[config.mk]
export PLATFORM = sky130hd
export DESIGN_NAME = vde_fetch_sched
export DESIGN_NICKNAME = d
export VERILOG_FILES = /design/src/rtl/vde_pkg.sv /design/src/rtl/vde_credit_counter.sv /design/src/rtl/vde_fetch_sched.sv
export SDC_FILE = /design/constraint.sdc
export NUM_CORES = 1
export LEC_CHECK = 0
export ABC_AREA = 1
export BUFFER_PORTS_ARGS = -buffer_cell sky130_fd_sc_hd__buf_2
export CAP_MARGIN = 15
export CELL_PAD_IN_SITES_DETAIL_PLACEMENT = 1
export CELL_PAD_IN_SITES_GLOBAL_PLACEMENT = 1
export CORE_ASPECT_RATIO = 0.75
export CORE_UTILIZATION = 35
export DETAILED_ROUTE_END_ITERATION = 16
export GPL_TIMING_DRIVEN = 0
export PLACE_DENSITY = 0.71
export SLEW_MARGIN = 15
export SYNTH_ARGS = -nofsm -noshare
export SYNTH_HDL_FRONTEND = slang
export SYNTH_SLANG_ARGS = --single-unit
[constraint.sdc]
create_clock -name clk_i -period 2.4 [get_ports clk_i]
set_input_delay 0.48 -clock clk_i [delete_from_list [all_inputs] [get_ports clk_i]]
set_output_delay 0.48 -clock clk_i [all_outputs]
set_load 0.01 [all_outputs]
[src/rtl/vde_pkg.sv]
// Shared types and default sizing for the video display engine fetch path.
package vde_pkg;

    typedef enum logic [1:0] {
        ST_IDLE,
        ST_FETCH,
        ST_DRAIN,
        ST_ABORT
    } vde_fetch_state_t;

    localparam int unsigned VDE_LINE_WORDS      = 20;
    localparam int unsigned VDE_FIFO_DEPTH      = 15;
    localparam int unsigned VDE_MAX_OUTSTANDING = 4;

    function automatic int unsigned vde_cnt_width(input int unsigned limit);
        return $clog2(limit + 1);
    endfunction

endpackage

[src/rtl/vde_credit_counter.sv]
// Up/down credit counter: one increment and up to two decrements per cycle,
// saturating at zero (an underflow is a protocol error and trips an assertion).
module vde_credit_counter
    import vde_pkg::*;
#(
    parameter  int unsigned LIMIT = 4,
    localparam int unsigned W     = vde_cnt_width(LIMIT)
) (
    input  logic         clk_i,
    input  logic         rst_i,
    input  logic         inc_i,
    input  logic [1:0]   dec_i,
    output logic [W-1:0] count_o,
    output logic         at_limit_o
);

    logic [W-1:0] r_count;
    logic [W:0]   w_sum;
    logic [W:0]   w_dec;
    logic         w_underflow;
    logic [W-1:0] w_next;

    always_comb begin
        w_dec       = (W+1)'(dec_i);
        w_sum       = {1'b0, r_count} + (W+1)'(inc_i);
        w_underflow = w_dec > {1'b0, r_count};
        // Underflow clamps the decrement to the current count.
        if (w_underflow) begin
            w_next = W'(inc_i);
        end else begin
            w_next = W'(w_sum - w_dec);
        end
    end

    always_ff @(posedge clk_i) begin
        if (rst_i) begin
            r_count <= '0;
        end else begin
            assert (!w_underflow);
            r_count <= w_next;
        end
    end

    assign count_o    = r_count;
    assign at_limit_o = (r_count >= W'(LIMIT));

endmodule

[src/rtl/vde_fetch_sched.sv]
// Line-fetch scheduler: issues one word read per 4 pixels under FIFO/outstanding credit.
// Optional underrun statistics are built with VDE_FETCH_STATS_EN.
module vde_fetch_sched
    import vde_pkg::*;
#(
    parameter int unsigned ADDR_WIDTH      = 16,
    parameter int unsigned LINE_WORDS      = VDE_LINE_WORDS,
    parameter int unsigned FIFO_DEPTH      = VDE_FIFO_DEPTH,
    parameter int unsigned MAX_OUTSTANDING = VDE_MAX_OUTSTANDING
) (
    input  logic                  clk_i,
    input  logic                  rst_i,
    input  logic                  line_start_i,
    input  logic [ADDR_WIDTH-1:0] line_base_i,
    input  logic                  abort_i,
    output logic                  busy_o,
    output logic                  line_done_o,
    output logic                  mem_req_valid_o,
    input  logic                  mem_req_ready_i,
    output logic [ADDR_WIDTH-1:0] mem_req_addr_o,
    input  logic                  mem_rsp_valid_i,
    output logic                  fifo_wr_valid_o,
    input  logic                  fifo_word_pop_i
`ifdef VDE_FETCH_STATS_EN
    ,
    input  logic                  fifo_empty_i,
    input  logic                  sink_ready_i,
    output logic [15:0]           underrun_cnt_o
`endif
);

    localparam int unsigned OCC_W   = vde_cnt_width(FIFO_DEPTH);
    localparam int unsigned OUTST_W = vde_cnt_width(MAX_OUTSTANDING);

    vde_fetch_state_t      r_state;
    vde_fetch_state_t      w_state_next;
    logic [ADDR_WIDTH-1:0] r_base;
    logic [7:0]            r_word_idx;
    logic                  r_line_done;

    logic                  w_issue;
    logic                  w_hs;
    logic                  w_last_hs;
    logic                  w_discard;
    logic                  w_drained;
    logic                  w_done_set;
    logic [1:0]            w_occ_dec;
    logic [OCC_W-1:0]      w_occ_count;
    logic                  w_occ_at_limit;
    logic [OUTST_W-1:0]    w_outst_count;
    logic                  w_outst_at_limit;
    logic                  w_unused_occ_count;

    assign w_issue   = (r_state == ST_FETCH) && !w_occ_at_limit && !w_outst_at_limit;
    assign w_hs      = w_issue && mem_req_ready_i;
    assign w_last_hs = w_hs && (r_word_idx == 8'(LINE_WORDS - 1));
    assign w_discard = (r_state == ST_ABORT);
    assign w_occ_dec = {1'b0, fifo_word_pop_i} + {1'b0, w_discard && mem_rsp_valid_i};
    // True when the outstanding count is zero after this cycle's response.
    assign w_drained = (w_outst_count == '0) ||
                       ((w_outst_count == OUTST_W'(1)) && mem_rsp_valid_i);
    assign w_unused_occ_count = ^w_occ_count;

    vde_credit_counter #(.LIMIT(FIFO_DEPTH)) u_occ (
        .clk_i      (clk_i),
        .rst_i      (rst_i),
        .inc_i      (w_hs),
        .dec_i      (w_occ_dec),
        .count_o    (w_occ_count),
        .at_limit_o (w_occ_at_limit)
    );

    vde_credit_counter #(.LIMIT(MAX_OUTSTANDING)) u_outst (
        .clk_i      (clk_i),
        .rst_i      (rst_i),
        .inc_i      (w_hs),
        .dec_i      ({1'b0, mem_rsp_valid_i}),
        .count_o    (w_outst_count),
        .at_limit_o (w_outst_at_limit)
    );

    always_comb begin
        w_state_next = r_state;
        w_done_set   = 1'b0;
        case (r_state)
            ST_IDLE: begin
                if (line_start_i) w_state_next = ST_FETCH;
            end
            ST_FETCH: begin
                if (abort_i)        w_state_next = ST_ABORT;
                else if (w_last_hs) w_state_next = ST_DRAIN;
            end
            ST_DRAIN: begin
                if (abort_i) begin
                    w_state_next = ST_ABORT;
                end else if (w_drained) begin
                    w_state_next = ST_IDLE;
                    w_done_set   = 1'b1;
                end
            end
            ST_ABORT: begin
                if (w_drained) w_state_next = ST_IDLE;
            end
            default: w_state_next = ST_IDLE;
        endcase
    end

    always_ff @(posedge clk_i) begin
        if (rst_i) begin
            r_state     <= ST_IDLE;
            r_base      <= '0;
            r_word_idx  <= '0;
            r_line_done <= 1'b0;
        end else begin
            r_state     <= w_state_next;
            r_line_done <= w_done_set;
            if (r_state == ST_IDLE && line_start_i) begin
                r_base     <= line_base_i;
                r_word_idx <= '0;
            end else if (w_hs) begin
                r_word_idx <= r_word_idx + 8'd1;
            end
        end
    end

    assign busy_o          = (r_state != ST_IDLE);
    assign line_done_o     = r_line_done;
    assign mem_req_valid_o = w_issue;
    assign mem_req_addr_o  = r_base + ADDR_WIDTH'(r_word_idx);
    assign fifo_wr_valid_o = mem_rsp_valid_i && ((r_state == ST_FETCH) || (r_state == ST_DRAIN));

`ifdef VDE_FETCH_STATS_EN
    logic [15:0] r_underrun_cnt;

    always_ff @(posedge clk_i) begin
        if (rst_i) begin
            r_underrun_cnt <= '0;
        end else if (busy_o && sink_ready_i && fifo_empty_i && (r_underrun_cnt != '1)) begin
            r_underrun_cnt <= r_underrun_cnt + 16'd1;
        end
    end

    assign underrun_cnt_o = r_underrun_cnt;
`endif

endmodule

# After elaboration in Yosys (flattened, before gate mapping)
# Index checks and enable logic that the tools add are counted.
word_totals:
  latchBits: 0
  ram_bits: 0
  output_inout_bits: 20
  rom_bits: 0
  register_bits: 34
  inputBits: 23
  n_memories: 0
  word_cells: 56
classes:
  mux: 9
  bitwise_logic: 1
  n_div: 0
  magnitude_cmp: 4
  n_reduce_logical: 20
  shifts: 0
  add_sub_neg: 7
  eq_ne: 7
  mul: 0
ops:
  columns: ["op", "count"]
  rows:
  - ["adder 16 x 8 -> 16 bit", 1]
  - ["2-to-1 mux 2 bit", 5]
  - ["adder 8 x 1 -> 8 bit, second input constant", 1]
  - ["== test 8 x 5 -> 1 bit, second input constant", 1]
  - ["logical AND 1 bit", 8]
  - ["case mux 2 bit (4 select lines)", 1]
  - ["OR reduction 2 bit", 3]
  - ["adder 4 x 1 -> 4 bit", 1]
  - ["== test 2 bit, second input constant", 2]
  - ["greater-or-equal comparator 4 bit, second input constant", 1]
  - ["greater-than comparator 2 x 4 -> 1 bit", 1]
  - ["subtractor 4 x 2 -> 4 bit", 1]
  - ["adder 3 x 1 -> 3 bit", 1]
  - ["== test 3 x 1 -> 1 bit, second input constant", 1]
  - ["greater-or-equal comparator 3 bit, second input constant", 1]
  - ["greater-than comparator 1 x 3 -> 1 bit", 1]
  - ["zero test 3 bit", 1]
  - ["2-to-1 mux 1 bit", 3]
  - ["inequality test 3 bit, second input constant", 1]
  - ["OR reduction 3 bit", 1]
  - ["subtractor 3 x 1 -> 3 bit", 1]
  - ["adder 1 x 1 -> 2 bit", 1]
  - ["== test 2 x 1 -> 1 bit, second input constant", 1]
  - ["zero test 1 bit", 2]
  - ["other kinds (6)", 7]

# Depth between registers and ports, before layout
depth:
  ltp_word: 9
  depth_mapped: 14

# By module
# From an unflattened synthesis, not the netlist that was laid out.
hier_totals:
  cells_unflattened: 363
  area_unflattened_um2: 2456.1
by_module_without_submodules:
  columns: ["module", "seq_area_each_um2", "n_inst", "cells_per_inst", "area_per_inst_um2"]
  rows:
  - ["vde_fetch_sched", 540.5, 1, 271, 1795.5]
  - ["vde_credit_counter at u_occ", 80.1, 1, 54, 392.9]
  - ["vde_credit_counter at u_outst", 60.1, 1, 38, 267.8]

# Worst setup path after synthesis
# OpenSTA, ideal clock, no wires.
synth_timing:
  kind: "reg-to-reg"
  start: "reg r_state[1]"
  end: "reg u_occ.r_count[2], in the netlist u_occ.count_o[2]"
  path_buffers: 0
  setup_slack_ns: 0.206
  path_stages_with_launch: 14
  setup_time_ns: 0.116
  period_less_slack_ns: 2.194
  arrival_time_ns: 2.078
  path_cell_list: "dfxtp_1 inv_1 ha_1 inv_1 nor2_1 nand2_1 nor2_2 inv_1 ha_1 inv_1 ha_1 fa_1 xnor2_1 nor2_1"
synth_via:
  elab_chain_cells: 6
synth_lines:
  columns: ["item", "line_no", "source"]
  rows:
  - ["start, declared", "vde_fetch_sched.sv:35", "vde_fetch_state_t r_state;"]
  - ["start signal, assigned", "vde_fetch_sched.sv:115", "r_state <= w_state_next;"]
  - ["== test 2 x 1 -> 1 bit", "vde_fetch_sched.sv:54", "assign w_issue = (r_state == ST_FETCH) && !w_occ_at_limit && !w_outst_at_limit;"]
  - ["logical AND 1 bit (2 in series)", "vde_fetch_sched.sv:54", null]
  - ["logical AND 1 bit", "vde_fetch_sched.sv:55", "assign w_hs = w_issue && mem_req_ready_i;"]
  - ["adder 4 x 1 -> 4 bit", "vde_credit_counter.sv:25", "w_sum = {1'b0, r_count} + (W+1)'(inc_i);"]
  - ["subtractor 4 x 2 -> 4 bit", "vde_credit_counter.sv:31", "w_next = W'(w_sum - w_dec);"]
  - ["end signal, assigned", "vde_credit_counter.sv:40", "r_count <= w_next;"]
  - ["end, declared", "vde_credit_counter.sv:17", "logic [W-1:0] r_count;"]
# Parallel ways exist; a longest one is shown, timed or not.
# A chain may end at the register's enable or synchronous reset.

# Worst setup path after layout
layout_timing:
  start: "reg r_base[0]"
  end: "out mem_req_addr_o[12]"
layout_via:
  elab_chain_cells: 1
layout_lines:
  columns: ["item", "line_no", "source"]
  rows:
  - ["start, declared", "vde_fetch_sched.sv:37", "logic [ADDR_WIDTH-1:0] r_base;"]
  - ["start signal, assigned", "vde_fetch_sched.sv:118", "r_base <= line_base_i;"]
  - ["adder 16 x 8 -> 16 bit", "vde_fetch_sched.sv:129", "assign mem_req_addr_o = r_base + ADDR_WIDTH'(r_word_idx);"]
  - ["end, declared", "vde_fetch_sched.sv:20", "output logic [ADDR_WIDTH-1:0] mem_req_addr_o,"]
# No other way between the ends.

==> impl_results.md <==
* Clock root cell: clkbuf_8
* Number of ports placed on the die boundary at 43
* Seq cells post-synth at 34
* Largest fanout of any net on the critical path at 5
* Number of buffers added on ports at 42
* Relative contribution of the clock network to total power at 0.177
* Transition time at the pin with the least slew margin at 461.2 ps
* Post-synthesis instance area at approximately 2300 um^2
* Worst setup EP type: output pin
* Synth unique cells at 30
* Largest net degree at the start of global routing at 11
* Number of antenna-violating nets in the routed design at 0
* Area overhead of the layout relative to synthesis at 27.07%
* Mean Syn Cell Area at 7.144 um^2
* Total count of hold-check failures in the final report at 0
* Core area at 6036 um^2
* Global placement routability congestion at about 0.78
* Clock insertion delay at the later pin of the skew report at a little under 300 ps
* Register area at 698.2 um^2
* Clock skew after layout at approximately 5.5 ps
* Die Height at slightly above 70 um
* RSZ-0062 raised after global routing: true
* Chain of cells forming the critical path: ha_4 -> fa_2 -> nand3_2 -> nand2_2 -> nand2_2 -> nand3_4 -> nand2_4 -> nor2_2 -> nand2_1 -> nand2_1 -> buf_2
* Total negative slack for setup checks at 0 ps
* IR Drop Worst-Case VDD at 402.3 uV
* Combined global-route utilization of all metal layers at 0.2008
* Starting DRC count in detailed routing at 64
* Critical path class: register to output pin
* Number of iterations in the first detailed-routing pass at 4
* Combinational fraction of design power at 0.480
* Max Clock Freq at approximately 0.43 GHz
* NetSw at roughly 0.0011 W
* Number of max-slew violations in the final report at 0
* Synth Instances at 317
* Number of setup violations in the final report at 0
* DR vias/cell at about 5
* Wire length on met2 at about 2.6 mm
* Path type of the worst min-delay path: primary input to register
* Leakage power figure at around 1.4 nW
* Final worst-path cycle share at 0.9743
* Clock tree from TritonCTS: yes
* Result of the run: finished, final reports clean
* Diodes inserted at 0
* Cts-stage hold buffer count at 0
* Initial Util at 0.3752
* Required time of the critical path at between 1500 and 2000 ps
* DRC violations left at 0
* Synthesis Warnings at 0
* Vias at between 2000 and 2500
* Nature of the critical path startpoint: register
* Topmost layer with routed signal wires: met4
* Global-route wire length before repair at 10.39 mm
* Initial antenna violation count at 0
* Max-Cap Viols at 0
* Die Footprint at ~7000 um^2
* Met3 wire length at 172 um
* Number of clock sinks at 34
* Final net count at 425
* Share of final-layout standard cells stronger than drive strength 1 at 0.2581
* Post-layout utilization of the core at 0.4768
* TritonCTS Buffers at 5
* Vias in the first global route at 2120
* Average wire per cell in the routed design at between 10 and 15 um
* Total congestion overflow at 0
* Internal portion of total power at around 0.0015 W
* Total power divided by cell area at roughly 880 nW/um^2
* Minimum clock period at around 2300 ps
* Signal arrival time at the worst endpoint at approximately 1900 ps
* Maximum buffer depth of the clock tree at 2
* Cell at the slowest stage of the critical path: dfxtp_4
* Met1 layer wirelength in the final routing at 3.505 mm
* HPWL after detailed placement at between 4 and 5 mm
* Clock input transition at the sequential cells of the worst setup and hold paths at approximately 70 ps
* Filler Cell Count at ~780
* Worst Hold Slack at around 420 ps
* Power share of the sequential group at 0.343
* Post-synthesis sequential area ratio at 0.3006
* Sum of routed wire length over all layers at approximately 6.4 mm
* Largest stage delay on the critical path at 370 ps
* Syn nets at between 300 and 400
* Switching part of the total at 0.4198
* Number of placement rows at 24
* # H-tree levels at 2
* Tightest slew margin relative to the limit at 0.6906
* Footprint of the multi-input gates at around 1500 um^2
* Flop-to-flop setup slack at 140 ps
* Horizontal die dimension at approximately 95 um
## through the flow
stage	instances	total power [W]	instance area, um^2	setup slack [ps]
after floorplan	317	0.001600	2265	205.9
after global placement	437	0.001930	2572	-36.29
after detailed placement	437	0.001961	2572	-53.05
after CTS	447	0.002452	2745	-15.27
after global routing	450	0.002762	2878	-62.05
final	450	0.002521	2878	61.67
## power by group through the flow
stage                     Combinational (W)  Sequential, W  Clock, W
after floorplan                    0.000803       0.000796         0
after CTS                           0.00115       0.000836  0.000461
after detailed placement            0.00112       0.000837         0
after global routing                0.00138       0.000888  0.000491
final                               0.00121       0.000865  0.000447
after global placement              0.00109       0.000836         0
## sequential cells by signal, indices dropped and copies added, names as in the netlist
register / flops
r_state: 2
u_occ.count_o: 4
line_done_o: 1
r_base: 16
u_outst.count_o: 3
r_word_idx: 8
## cells in the final DEF (no fill, tap or decap), types with 4 or more instances in the layout
cell      instances
nand2_1          50
nor2_1           43
buf_2            43
inv_1            39
o21ai_0          24
dfxtp_1          24
ha_1             20
a21oi_1          18
nand3_1          17
xor2_1            8
ha_4              8
dfxtp_2           8
clkbuf_8          6
nand2_2           5
buf_4             5
o21ai_1           4
nand4_1           4
xnor2_1           4
clkbuf_1          4
or2_2             4
## cell families after synthesis
| family | after synthesis | share of synthesized area |
|---|---|---|
| buffers and inverters | 48 | 0.08342 |
| xor gates and xnor gates | 12 | 0.04641 |
| DFF | 34 | 0.3006 |
| adders and majority gates | 31 | 0.1812 |
| and+or+nand+nor | 137 | 0.2613 |
| AOI/OAI and AO/OA | 55 | 0.1271 |
## worst paths after layout
check | start | to | cells past startpoint
worst max-delay path | r_base[0] | mem_req_addr_o[12] | 11
worst max register to register | r_state[1] | u_occ.count_o[1] | 13
worst min-delay path | abort_i | line_done_o | 2
worst min register to register | r_base[10] | r_base[10] | 2
## area by class of cell
cell class | count | share of cell area
multi-input cells | 235 | 0.5383
repair buffers | 47 | 0.08609
flip-flops and latches | 34 | 0.2426
well taps | 78 | 0.03391
inverters | 41 | 0.05522
clock inverters | 1 | 0.001739
plain buffers | 7 | 0.01217
clock buffers | 7 | 0.03000
## worst max-delay path, delay by kind of cell (launching register included)
family        cells  cell delay [ps]
buf+inv           1              130
simple gates      8              540
flops             1              370
fa+ha+maj         2              510
## per-layer routing
metal | vias to the layer above | global-route usage
met5 | - | 0
met4 | 0 | 0.07744
met3 | 9 | 0.03609
met2 | 28 | 0.2758
met1 | 1020 | 0.3056
li1 | 1138 | -
## repair_timing
item	4_1_cts	5_1_grt
pin swaps	6	6
setup buffers	2	3
resized for setup	17	29
setup endpoints to repair	11	12
## cells in the mapped netlist
master	count	area (um^2)
xnor2_1	4	35.03
o21ai_0	25	125.1
o21a_1	1	7.510
a211oi_1	1	7.510
or2_1	1	6.260
buf_6	1	11.26
nand3_1	19	95.09
nor2_2	1	6.260
nand3_2	1	10.01
o21bai_1	1	7.510
nor3b_1	1	7.510
dfxtp_1	34	680.7
o21ai_1	3	15.01
fa_1	3	60.06
or2_2	4	25.02
nand3b_1	2	15.01
inv_1	41	153.9
xor2_1	8	70.07
a31oi_1	2	12.51
ha_1	28	350.3
nand4_1	4	25.02
nand2_2	3	18.77
buf_1	2	7.510
nand2_1	53	198.9
nor3_1	3	15.01
a21oi_1	21	105.1
a21o_1	1	7.510
clkbuf_1	3	11.26
nor2_1	45	168.9
buf_2	1	5.000
No activity file was read; power rests on OpenSTA's default activity.
